`src/rtl/cp0_int_ctrl.sv`:
```
// cp0_int_ctrl: syncs ext_int, merges timer_int into interrupt_flag, raises int_req/int_ipnum with post-ack holdoff; define CP0_INT_EDGE_EN for sticky edge-triggered HW lines
module cp0_int_ctrl #(
  parameter int SYNC_STAGES    = 2,
  parameter int HOLDOFF_CYCLES = 2
) (
  input  logic        clk,
  input  logic        rst,
  input  logic [5:0]  ext_int,
  input  logic        timer_int,
  input  logic [31:0] cp0_status,
  input  logic [31:0] cp0_cause,
  input  logic        int_ack,
  output logic [7:0]  interrupt_flag,
  output logic        int_req,
  output logic [2:0]  int_ipnum
);
  logic [5:0] sync_q [SYNC_STAGES];
  logic [5:0] s;
  logic [5:0] h;
  logic [7:0] p;
  logic       en;
  logic [2:0] ipnum_nxt;
  logic [3:0] hold_cnt;
  logic       unused_bits;
  assign unused_bits = ^{cp0_status[31:16], cp0_status[7:3], cp0_cause[31:16], cp0_cause[7:0]};
  always_ff @(posedge clk) begin
    if (rst) begin
      for (int i = 0; i < SYNC_STAGES; i++) sync_q[i] <= '0;
    end else begin
      sync_q[0] <= ext_int;
      for (int i = 1; i < SYNC_STAGES; i++) sync_q[i] <= sync_q[i-1];
    end
  end
  assign s = sync_q[SYNC_STAGES-1];
`ifdef CP0_INT_EDGE_EN
  logic [5:0] s_d;
  logic [5:0] pend;
  logic [5:0] clr;
  assign clr = (int_ack && int_ipnum >= 3'd2) ? 6'd1 << (int_ipnum - 3'd2) : 6'd0;
  always_ff @(posedge clk) begin
    if (rst) begin
      s_d  <= '0;
      pend <= '0;
    end else begin
      s_d  <= s;
      pend <= (pend & ~clr) | (s & ~s_d);
    end
  end
  assign h = pend;
`else
  assign h = s;
`endif
  assign en = cp0_status[0] & ~cp0_status[1] & ~cp0_status[2];
  assign p  = cp0_status[15:8] & cp0_cause[15:8];
  always_comb begin
    ipnum_nxt = '0;
    for (int i = 1; i < 8; i++) ipnum_nxt = p[i] ? 3'(i) : ipnum_nxt;
  end
  always_ff @(posedge clk) begin
    if (rst) begin
      interrupt_flag <= '0;
      int_req        <= 1'b0;
      int_ipnum      <= '0;
      hold_cnt       <= '0;
    end else begin
      interrupt_flag <= {h[5] | timer_int, h[4:0], 2'b00};
      int_req        <= en & (|p) & (hold_cnt == 4'd0) & ~int_ack;
      int_ipnum      <= ipnum_nxt;
      hold_cnt       <= int_ack ? 4'(HOLDOFF_CYCLES) : (hold_cnt != 4'd0) ? hold_cnt - 4'd1 : 4'd0;
    end
  end
endmodule
```
`config.mk`:
```
export PLATFORM = sky130hd
export DESIGN_NAME = cp0_int_ctrl
export DESIGN_NICKNAME = d
export VERILOG_FILES = /design/src/rtl/cp0_int_ctrl.sv
export SDC_FILE = /design/constraint.sdc
export NUM_CORES = 1
export LEC_CHECK = 0
export CAP_MARGIN = 25
export CORE_MARGIN = 5
export CORE_UTILIZATION = 31
export CTS_CLUSTER_DIAMETER = 80
export DETAILED_ROUTE_END_ITERATION = 7
export HOLD_SLACK_MARGIN = 0.15
export PLACE_DENSITY = 0.93
export SLEW_MARGIN = 20
export SYNTH_ARGS = -nofsm -noshare
export SYNTH_HDL_FRONTEND = slang
export SYNTH_SLANG_ARGS = --single-unit
```
`constraint.sdc`:
```
create_clock -name clk -period 1.9 [get_ports clk]
set_input_delay 0.38 -clock clk [delete_from_list [all_inputs] [get_ports clk]]
set_output_delay 0.38 -clock clk [all_outputs]
set_load 0.05 [all_outputs]
```
==> flow_summary.yaml, run 1 <==
layout:
  fillers: 261
  regArea_um2: 520
  finalNonFillerCells: 149
  final_nets: 193
  drive_gt1_share_pct: 6.78
  area_delta_synth_final_pct: 53.2
  num_antenna_cells: 0
  multi_input_area_um2: 315
cts:
  cts_buffers: 3
  clk_latency_ns: 0.31
  cts_setup_buffers: 0
  cts_max_level: 1
  clk_path_buf_depth: 2
  path_clk_slew_ns: 0.14
  hold_buffers: 0
  cts_tree: "yes"
  cts_root_buf: "clkbuf_4"
  cts_sinks: 26
  cts-resized-gates: 0
timing:
  hold-worst-slack_ns: 0.455
  max_slew.worst_pin.slew_ns: 0.509
  max_freq_mhz: 545
  rsz0062_at_grt: "false"
  relSlewSlack_pct: 66.0
  finalWorstSetupSlack_ns: 0.0654
  setup_tns_ns: 0
  hold_viol: 0
  slew_violations: 0
  period_minus_slack_ns: 1.83
  setup_viol: 0
  fin_crit_sh_pct: 96.6
  finClkSkew_ns: 0.0104
synth:
  synth_edf_count: 0
  yosysSeqAreaShare_pct: 60.8
  netlist_instances: 77
  synth_flop_cell: "dfxtp_1"
  synthArstFlopShare_pct: 0
  synth_area_leaders: "dfxtp_1, nor2b_1, and2b_1, nor4_4, a21oi_1"
  synth.most_common_cell: "dfxtp_1"
  synth_seq_cells: 26
  synth_area_um2: 856
  synth_top_area_cell: "dfxtp_1"
  yosysWarnings: 0
  synth.distinct_cells: 25
  syn_area_per_cell_um2: 11.1
  yosysTopAreaCellShare_pct: 60.8
  synth_common_cells: "dfxtp_1, nor2b_1, and2b_1, a21oi_1, nor2_1"
detailed_routing:
  drt_wl_total_um: 1890
  drtIter0Drc: 7
  drc_errors: 0
  num_vias: 685
  wl_per_cell_um: 12.7
  drtPass1Iterations: 4
  via_per_inst: 4.60
  ant_nets: 0
floorplan:
  rows: 19
  ioPinCount: 86
  die_w_um: 62.5
  fp.dieArea_um2: 3910
  initial_utilization_pct: 31.6
  dieHeight_um: 62.5
  core_um2: 2710
grt:
  antenna_found_initial: 0
  grt_pass1_wl_um: 3160
  grtUsageTotal_pct: 9.98
  grt_max_degree: 15
  first_global_vias: 775
  overflow: 0
setup_path:
  slowest_delay_ns: 0.80
  crit_buf_inv: 1
  path_class: "reg -> out"
  path_max_fanout: 1
  path_delay_family: "buffers and inverters"
  crit_path_start_kind: "flop"
  path_cells: "clkdlybuf4s50_1"
  arrival_ns: 1.45
  slowest_stage: "clkdlybuf4s50_1"
  endpoint_kind: "output port"
  cp.required_ns: 1.52
run_status:
  status: "finished clean"
placed_design:
  routabilityCongestion: 0.687
  dpl.hpwl_um: 1580
  place_ws_ns: 0.309
  place.port_buffers: 38
  placedCellCount: 145
power_and_ir_drop:
  vdd_drop_max_mv: 0.450
  power.density_nw_per_um2: 779
  p_leak_nw: 0.545
hold_path:
  hp-class: "reg -> reg"
flow_run:
  maxCapViolCount: 0
-- sequential cells by signal, summed over array words and instances (netlist names) --
register        flops
sync_q             12
int_req             1
hold_cnt            4
int_ipnum           3
interrupt_flag      6
-- final timing paths --
check	start	end	slack [ns]	cells past startpoint
hold reg to reg	sync_q[0][4]$_SDFF_PP0_	sync_q[0][10]$_SDFF_PP0_	0.45	1
setup reg to reg	hold_cnt[1]$_SDFF_PP0_	int_req$_SDFF_PP0_	0.92	3
setup / recovery	interrupt_flag[2]$_SDFF_PP0_	interrupt_flag[2]	0.07	1
hold / removal	sync_q[0][4]$_SDFF_PP0_	sync_q[0][10]$_SDFF_PP0_	0.45	1
-- where the power goes --
part	internal [mW]	total, mW	switching [mW]
clock network	0.117	0.270	0.153
logic	0.0922	0.175	0.0832
registers	0.569	0.577	0.00825
total	0.778	1.02	0.244
-- cell usage in the layout, fill, tap and decap left out, drive strengths merged --
cell type / Yosys / final
nand2: 3 / 3
a221oi: 1 / 1
and2b: 5 / 5
nand3: 1 / 1
clkbuf: 1 / 4
o22ai: 1 / 1
nand3b: 1 / 1
a22oi: 2 / 2
dlymetal6s2s: 0 / 2
nor4: 2 / 2
a221o: 1 / 1
a21boi: 1 / 1
buf: 3 / 2
nor3b: 1 / 1
a21oi: 4 / 4
nor2: 4 / 4
a32oi: 2 / 2
o21ai: 2 / 2
nor2b: 12 / 12
conb: 1 / 2
dfxtp: 26 / 26
clkdlybuf4s50: 0 / 36
o311a: 1 / 1
a31oi: 1 / 1
a22o: 1 / 1
-- area by class of cell --
type / count / area share [%]
repair buffers: 40 / 30.5
flip-flops and latches: 26 / 39.7
clock buffers: 4 / 2.77
well taps: 31 / 2.96
multi-input cells: 48 / 24.0
-- layer usage --
| metal | global-route usage [%] | vias to the layer above | wire length (um) |
|---|---|---|---|
| li1 | - | 349 | - |
| met1 | 8.58 | 320 | 645 |
| met2 | 20.1 | 16 | 1150 |
| met3 | 2.88 | 0 | 95 |
| met4 | 5.04 | 0 | 0 |
| met5 | 0 | - | 0 |
-- metrics by stage --
stage / util, % / cell area [um^2] / total power, mW
CTS: 48.2 / 1310 / 1.03
global route: 48.4 / 1310 / 1.08
floorplan: - / 860 / 0.674
detailed placement: 46.9 / 1270 / 0.767
finish: 48.4 / 1310 / 1.02
global placement: 46.9 / 1270 / 0.759
-- cell families (layout without fill, tap and decap cells) --
kind of cell | after synthesis | after routing | share of synthesized area, %
compound gates | 17 | 17 | 14.2
buf+inv | 4 | 44 | 2.78
flops | 26 | 26 | 60.8
other cells | 1 | 2 | 0.438
simple gates | 29 | 29 | 21.8
Note: power is estimated with default switching activity, not from simulation.
==> run 2, diff against run 1 <==
--- a/config.mk
+++ b/config.mk
@@ -7,11 +7,12 @@
 export LEC_CHECK = 0
 export CAP_MARGIN = 25
 export CORE_MARGIN = 5
-export CORE_UTILIZATION = 31
+export CORE_UTILIZATION = 32
+export CTS_BUF_LIST = sky130_fd_sc_hd__clkbuf_8
 export CTS_CLUSTER_DIAMETER = 80
 export DETAILED_ROUTE_END_ITERATION = 7
 export HOLD_SLACK_MARGIN = 0.15
-export PLACE_DENSITY = 0.93
+export PLACE_DENSITY = 0.95
 export SLEW_MARGIN = 20
 export SYNTH_ARGS = -nofsm -noshare
 export SYNTH_HDL_FRONTEND = slang
==> run 2 against run 1 <==
Critical path depth unchanged. Combinational power is essentially flat. Power up 1.9%. Hold slack worse by 0.015 ns. Sequential power about the same. Critical endpoint is now interrupt_flag[4].
==> flow_summary.yaml, run 2 (synthesis gave the netlist of run 1 again) <==
detailed_routing:
  drc_errors: 0
  via_per_inst: 4.63
  wl_per_cell_um: 12.6
  drtIter0Drc: 16
  drt_wl_total_um: 1870
  drtPass1Iterations: 4
  num_vias: 685
  ant_nets: 0
timing:
  relSlewSlack_pct: 66.3
  max_slew.worst_pin.slew_ns: 0.504
  setup_tns_ns: 0
  setup_viol: 0
  hold-worst-slack_ns: 0.440
  finClkSkew_ns: 0.000795
  hold_viol: 0
  rsz0062_at_grt: "false"
  fin_crit_sh_pct: 92.5
  slew_violations: 0
  period_minus_slack_ns: 1.76
  max_freq_mhz: 569
cts:
  cts_root_buf: "clkbuf_8"
  path_clk_slew_ns: 0.08
  clk_latency_ns: 0.26
  cts_sinks: 26
  cts-resized-gates: 0
  cts_setup_buffers: 0
  hold_buffers: 0
  cts_max_level: 1
  cts_tree: "yes"
  clk_path_buf_depth: 2
  cts_buffers: 3
power_and_ir_drop:
  switching_power_uw: 238
  power.density_nw_per_um2: 790
  pwr-share-seq_pct: 55.4
  clkPwrFrac_pct: 27.7
  p_leak_nw: 0.515
  sw_frac_of_total_pct: 22.9
  internal_power_uw: 803
  p_comb_share_pct: 17.0
  vdd_drop_max_mv: 0.539
setup_path:
  path_class: "reg -> out"
  worst-r2r-setup-slack_ns: 0.91
  arrival_ns: 1.38
  crit_path_start_kind: "flop"
  r2r-start: "hold_cnt[1]$_SDFF_PP0_"
  path_cells: "clkdlybuf4s50_1"
  cp.required_ns: 1.52
  slowest_stage: "clkdlybuf4s50_1"
  crit_buf_inv: 1
  path_max_fanout: 1
  slowest_delay_ns: 0.80
  reg2regPathDepth: 3
  reg2reg_to: "int_req$_SDFF_PP0_"
  path_delay_family: "buffers and inverters"
  endpoint_kind: "output port"
layout:
  area_delta_synth_final_pct: 53.9
  final_cell_mix: "clkdlybuf4s50_1, dfxtp_1, nor2b_1"
  num_antenna_cells: 0
  largest_reg_flops: 12
  final_nets: 194
  largestRegisters: "sync_q: 12 flops, interrupt_flag: 6 flops, hold_cnt: 4 flops"
  max_flop_register: "sync_q"
  final_common_cell: "clkdlybuf4s50_1"
  drive_gt1_share_pct: 6.78
  fillers: 241
floorplan:
  ioPinCount: 86
  initial_utilization_pct: 33.9
  core_um2: 2520
  die_w_um: 61.7
  dieHeight_um: 61.7
  fp.dieArea_um2: 3810
  rows: 18
placed_design:
  dpl.hpwl_um: 1600
  routabilityCongestion: 0.702
  place.port_buffers: 38
grt:
  grt_max_degree: 14
  grt_pass1_wl_um: 2710
  grtUsageTotal_pct: 9.58
  antenna_found_initial: 0
  overflow: 0
  first_global_vias: 704
run_status:
  status: "finished clean"
hold_path:
  holdPathEnd: "sync_q[0][11]$_SDFF_PP0_"
  hp-class: "reg -> reg"
  hp-start: "sync_q[0][5]$_SDFF_PP0_"
  whs_path_depth: 1
flow_run:
  maxCapViolCount: 0
[run 2: power by group through the flow]
stage | clock network (mW) | logic [mW] | registers (mW)
6_report | 0.288 | 0.177 | 0.576
5_1_grt | 0.321 | 0.187 | 0.579
4_1_cts | 0.297 | 0.178 | 0.577
3_5_place_dp | 0 | 0.178 | 0.590
3_3_place_gp | 0 | 0.173 | 0.588
2_1_floorplan | 0 | 0.0508 | 0.623
[run 2: worst max path at each step]
stage / from / endpoint / slack [ns] / depth (start not counted)
after floorplan: cp0_status[11] / int_req$_SDFF_PP0_ / 0.87 / 3
after global placement: rst / int_ipnum[0]$_SDFF_PP0_ / 0.28 / 4
after detailed placement: rst / int_ipnum[0]$_SDFF_PP0_ / 0.24 / 4
after CTS: interrupt_flag[4]$_SDFF_PP0_ / interrupt_flag[4] / 0.12 / 1
after global routing: int_ipnum[2]$_SDFF_PP0_ / int_ipnum[2] / 0.09 / 1
final: interrupt_flag[4]$_SDFF_PP0_ / interrupt_flag[4] / 0.14 / 1
[run 2: area by class of cell]
cell class,count,area (um^2),area share (%)
multi-input combinational,48,315,23.9
timing repair buffer,41,403,30.6
sequential,26,520,39.5
tap,30,37.5,2.85
clock buffer,3,41.3,3.13
[run 2: stage by stage]
step / utilization, % / cells / power [mW] / setup WS [ns] / area (um^2)
2_1_floorplan: - / 78 / 0.674 / 0.875 / 860
3_3_place_gp: 50.6 / 145 / 0.761 / 0.283 / 1280
3_5_place_dp: 50.6 / 145 / 0.768 / 0.238 / 1280
4_1_cts: 52.2 / 148 / 1.05 / 0.120 / 1320
5_1_grt: 52.2 / 148 / 1.09 / 0.0898 / 1320
6_report: 52.2 / 148 / 1.04 / 0.142 / 1320
[run 2: layer usage]
| metal | wire length [um] | global-route usage, % |
|---|---|---|
| met5 | 0 | 0 |
| met4 | 0 | 2.73 |
| met3 | 101 | 2.48 |
| met2 | 1110 | 18.7 |
| met1 | 649 | 9.95 |
==> run 3, diff against run 2 <==
--- a/config.mk
+++ b/config.mk
@@ -7,12 +7,12 @@
 export LEC_CHECK = 0
 export CAP_MARGIN = 25
 export CORE_MARGIN = 5
-export CORE_UTILIZATION = 32
-export CTS_BUF_LIST = sky130_fd_sc_hd__clkbuf_8
+export CORE_UTILIZATION = 31
 export CTS_CLUSTER_DIAMETER = 80
 export DETAILED_ROUTE_END_ITERATION = 7
 export HOLD_SLACK_MARGIN = 0.15
-export PLACE_DENSITY = 0.95
+export MAX_ROUTING_LAYER = met4
+export PLACE_DENSITY = 0.93
 export SLEW_MARGIN = 20
 export SYNTH_ARGS = -nofsm -noshare
 export SYNTH_HDL_FRONTEND = slang
==> run 3 against run 2 <==
Maximum frequency shrank 4.2%. Cell count rose by 0.68%. Worst setup slack worse by 0.077 ns. Clock-buffer cell count up 1. Sequential cell count is the same. Design area shrank 0.47%. Combinational power is essentially flat. Clock skew rose by 0.0096 ns. Utilization down 3.8 points. Critical endpoint is now interrupt_flag[2]. Largest cell class unchanged. Largest power group unchanged. Highest routed layer unchanged.
==> flow_summary.yaml, run 3 (synthesis gave the netlist of run 1 again) <==
timing:
  max_freq_mhz: 545
  slew_violations: 0
  setup_tns_ns: 0
  relSlewSlack_pct: 65.8
  setup_viol: 0
  rsz0062_at_grt: "false"
  hold_viol: 0
  hold-worst-slack_ns: 0.455
  finClkSkew_ns: 0.0104
  max_slew.worst_pin.slew_ns: 0.512
  period_minus_slack_ns: 1.83
  fin_crit_sh_pct: 96.6
setup_path:
  reg2regPathDepth: 3
  path_class: "reg -> out"
  endpoint_kind: "output port"
  cp.required_ns: 1.52
  slowest_delay_ns: 0.80
  crit_buf_inv: 1
  reg2reg_to: "int_req$_SDFF_PP0_"
  path_delay_family: "buffers and inverters"
  path_cells: "clkdlybuf4s50_1"
  arrival_ns: 1.45
  path_max_fanout: 1
  slowest_stage: "clkdlybuf4s50_1"
  cp.depth: 1
  worst-r2r-setup-slack_ns: 0.92
  r2r-start: "hold_cnt[1]$_SDFF_PP0_"
  crit_path_start_kind: "flop"
cts:
  cts-resized-gates: 0
  cts_max_level: 1
  clk_path_buf_depth: 2
  cts_buffers: 3
  cts_tree: "yes"
  hold_buffers: 0
  cts_setup_buffers: 0
  clk_latency_ns: 0.31
  path_clk_slew_ns: 0.14
  cts_root_buf: "clkbuf_4"
  cts_sinks: 26
grt:
  antenna_found_initial: 0
  overflow: 0
  grt_pass1_wl_um: 3190
  first_global_vias: 771
  grt_max_degree: 15
  grtUsageTotal_pct: 10.3
flow_run:
  maxCapViolCount: 0
detailed_routing:
  ant_nets: 0
  wl_met2_um: 1150
  drtIter0Drc: 6
  wl_met3_um: 88
  top_layer: "met3"
  via_per_inst: 4.61
  wl_per_cell_um: 12.7
  num_vias: 687
  drc_errors: 0
  drtPass1Iterations: 4
  drt_wl_total_um: 1890
  wl_met1_um: 656
layout:
  design_area_um2: 1310
  largest_reg_flops: 12
  final_nets: 193
  final_cell_mix: "clkdlybuf4s50_1, dfxtp_1, nor2b_1"
  drive_gt1_share_pct: 6.78
  max_flop_register: "sync_q"
  area_delta_synth_final_pct: 53.2
  num_antenna_cells: 0
  largestRegisters: "sync_q: 12 flops, interrupt_flag: 6 flops, hold_cnt: 4 flops"
  final_common_cell: "clkdlybuf4s50_1"
  finalNonFillerCells: 149
  fillers: 261
floorplan:
  rows: 19
  fp.dieArea_um2: 3910
  die_w_um: 62.5
  initial_utilization_pct: 31.6
  dieHeight_um: 62.5
  ioPinCount: 86
  core_um2: 2710
power_and_ir_drop:
  power.density_nw_per_um2: 779
  vdd_drop_max_mv: 0.450
  total_power_mw: 1.02
  p_leak_nw: 0.545
placed_design:
  placed_area_um2: 1270
  dpl.hpwl_um: 1580
  place.port_buffers: 38
  routabilityCongestion: 0.695
  placedCellCount: 145
hold_path:
  whs_path_depth: 1
  hp-class: "reg -> reg"
  holdPathEnd: "sync_q[0][10]$_SDFF_PP0_"
  hp-start: "sync_q[0][4]$_SDFF_PP0_"
run_status:
  status: "finished clean"
## run 3: through the flow
stage               setup slack (ns)  utilization, %
floorplan                      0.875               -
CTS                           0.0436            48.2
global placement               0.294            46.9
finish                        0.0652            48.4
global route                0.000643            48.4
detailed placement             0.309            46.9
## run 3: worst max path at each step
stage / from / endpoint / slack (ns)
after floorplan: cp0_status[11] / int_req$_SDFF_PP0_ / 0.87
after global placement: rst / int_ipnum[0]$_SDFF_PP0_ / 0.29
after detailed placement: rst / int_ipnum[0]$_SDFF_PP0_ / 0.31
after CTS: interrupt_flag[4]$_SDFF_PP0_ / interrupt_flag[4] / 0.04
after global routing: int_req$_SDFF_PP0_ / int_req / 0.0006
final: interrupt_flag[2]$_SDFF_PP0_ / interrupt_flag[2] / 0.07
## run 3: cell type report
cell class / count / area [um^2] / share of cell area, %
Sequential cell: 26 / 520 / 39.7
Timing Repair Buffer: 40 / 400 / 30.5
Multi-Input combinational cell: 48 / 315 / 24.0
Tap cell: 31 / 38.8 / 2.96
Clock buffer: 4 / 36.3 / 2.77
## run 3: per-layer routing
layer  global-route usage [%]  up-vias
met1                     8.91      322
met3                     2.70        0
met4                     4.24        0
met2                     20.5       16
li1                         -      349
met5                        -        -
## run 3: worst register-to-register path, delay by kind of cell, from the launching register on
family,cells,cell delay [ns]
simple gates,2,0.41
compound gates,1,0.14
flops,1,0.38
## run 3: where the power goes
group	leakage (nW)	total, mW	internal (mW)	switching (mW)
clock network	0.0210	0.270	0.117	0.153
registers	0.214	0.577	0.569	0.00825
logic	0.310	0.175	0.0922	0.0832
total	0.545	1.02	0.778	0.244
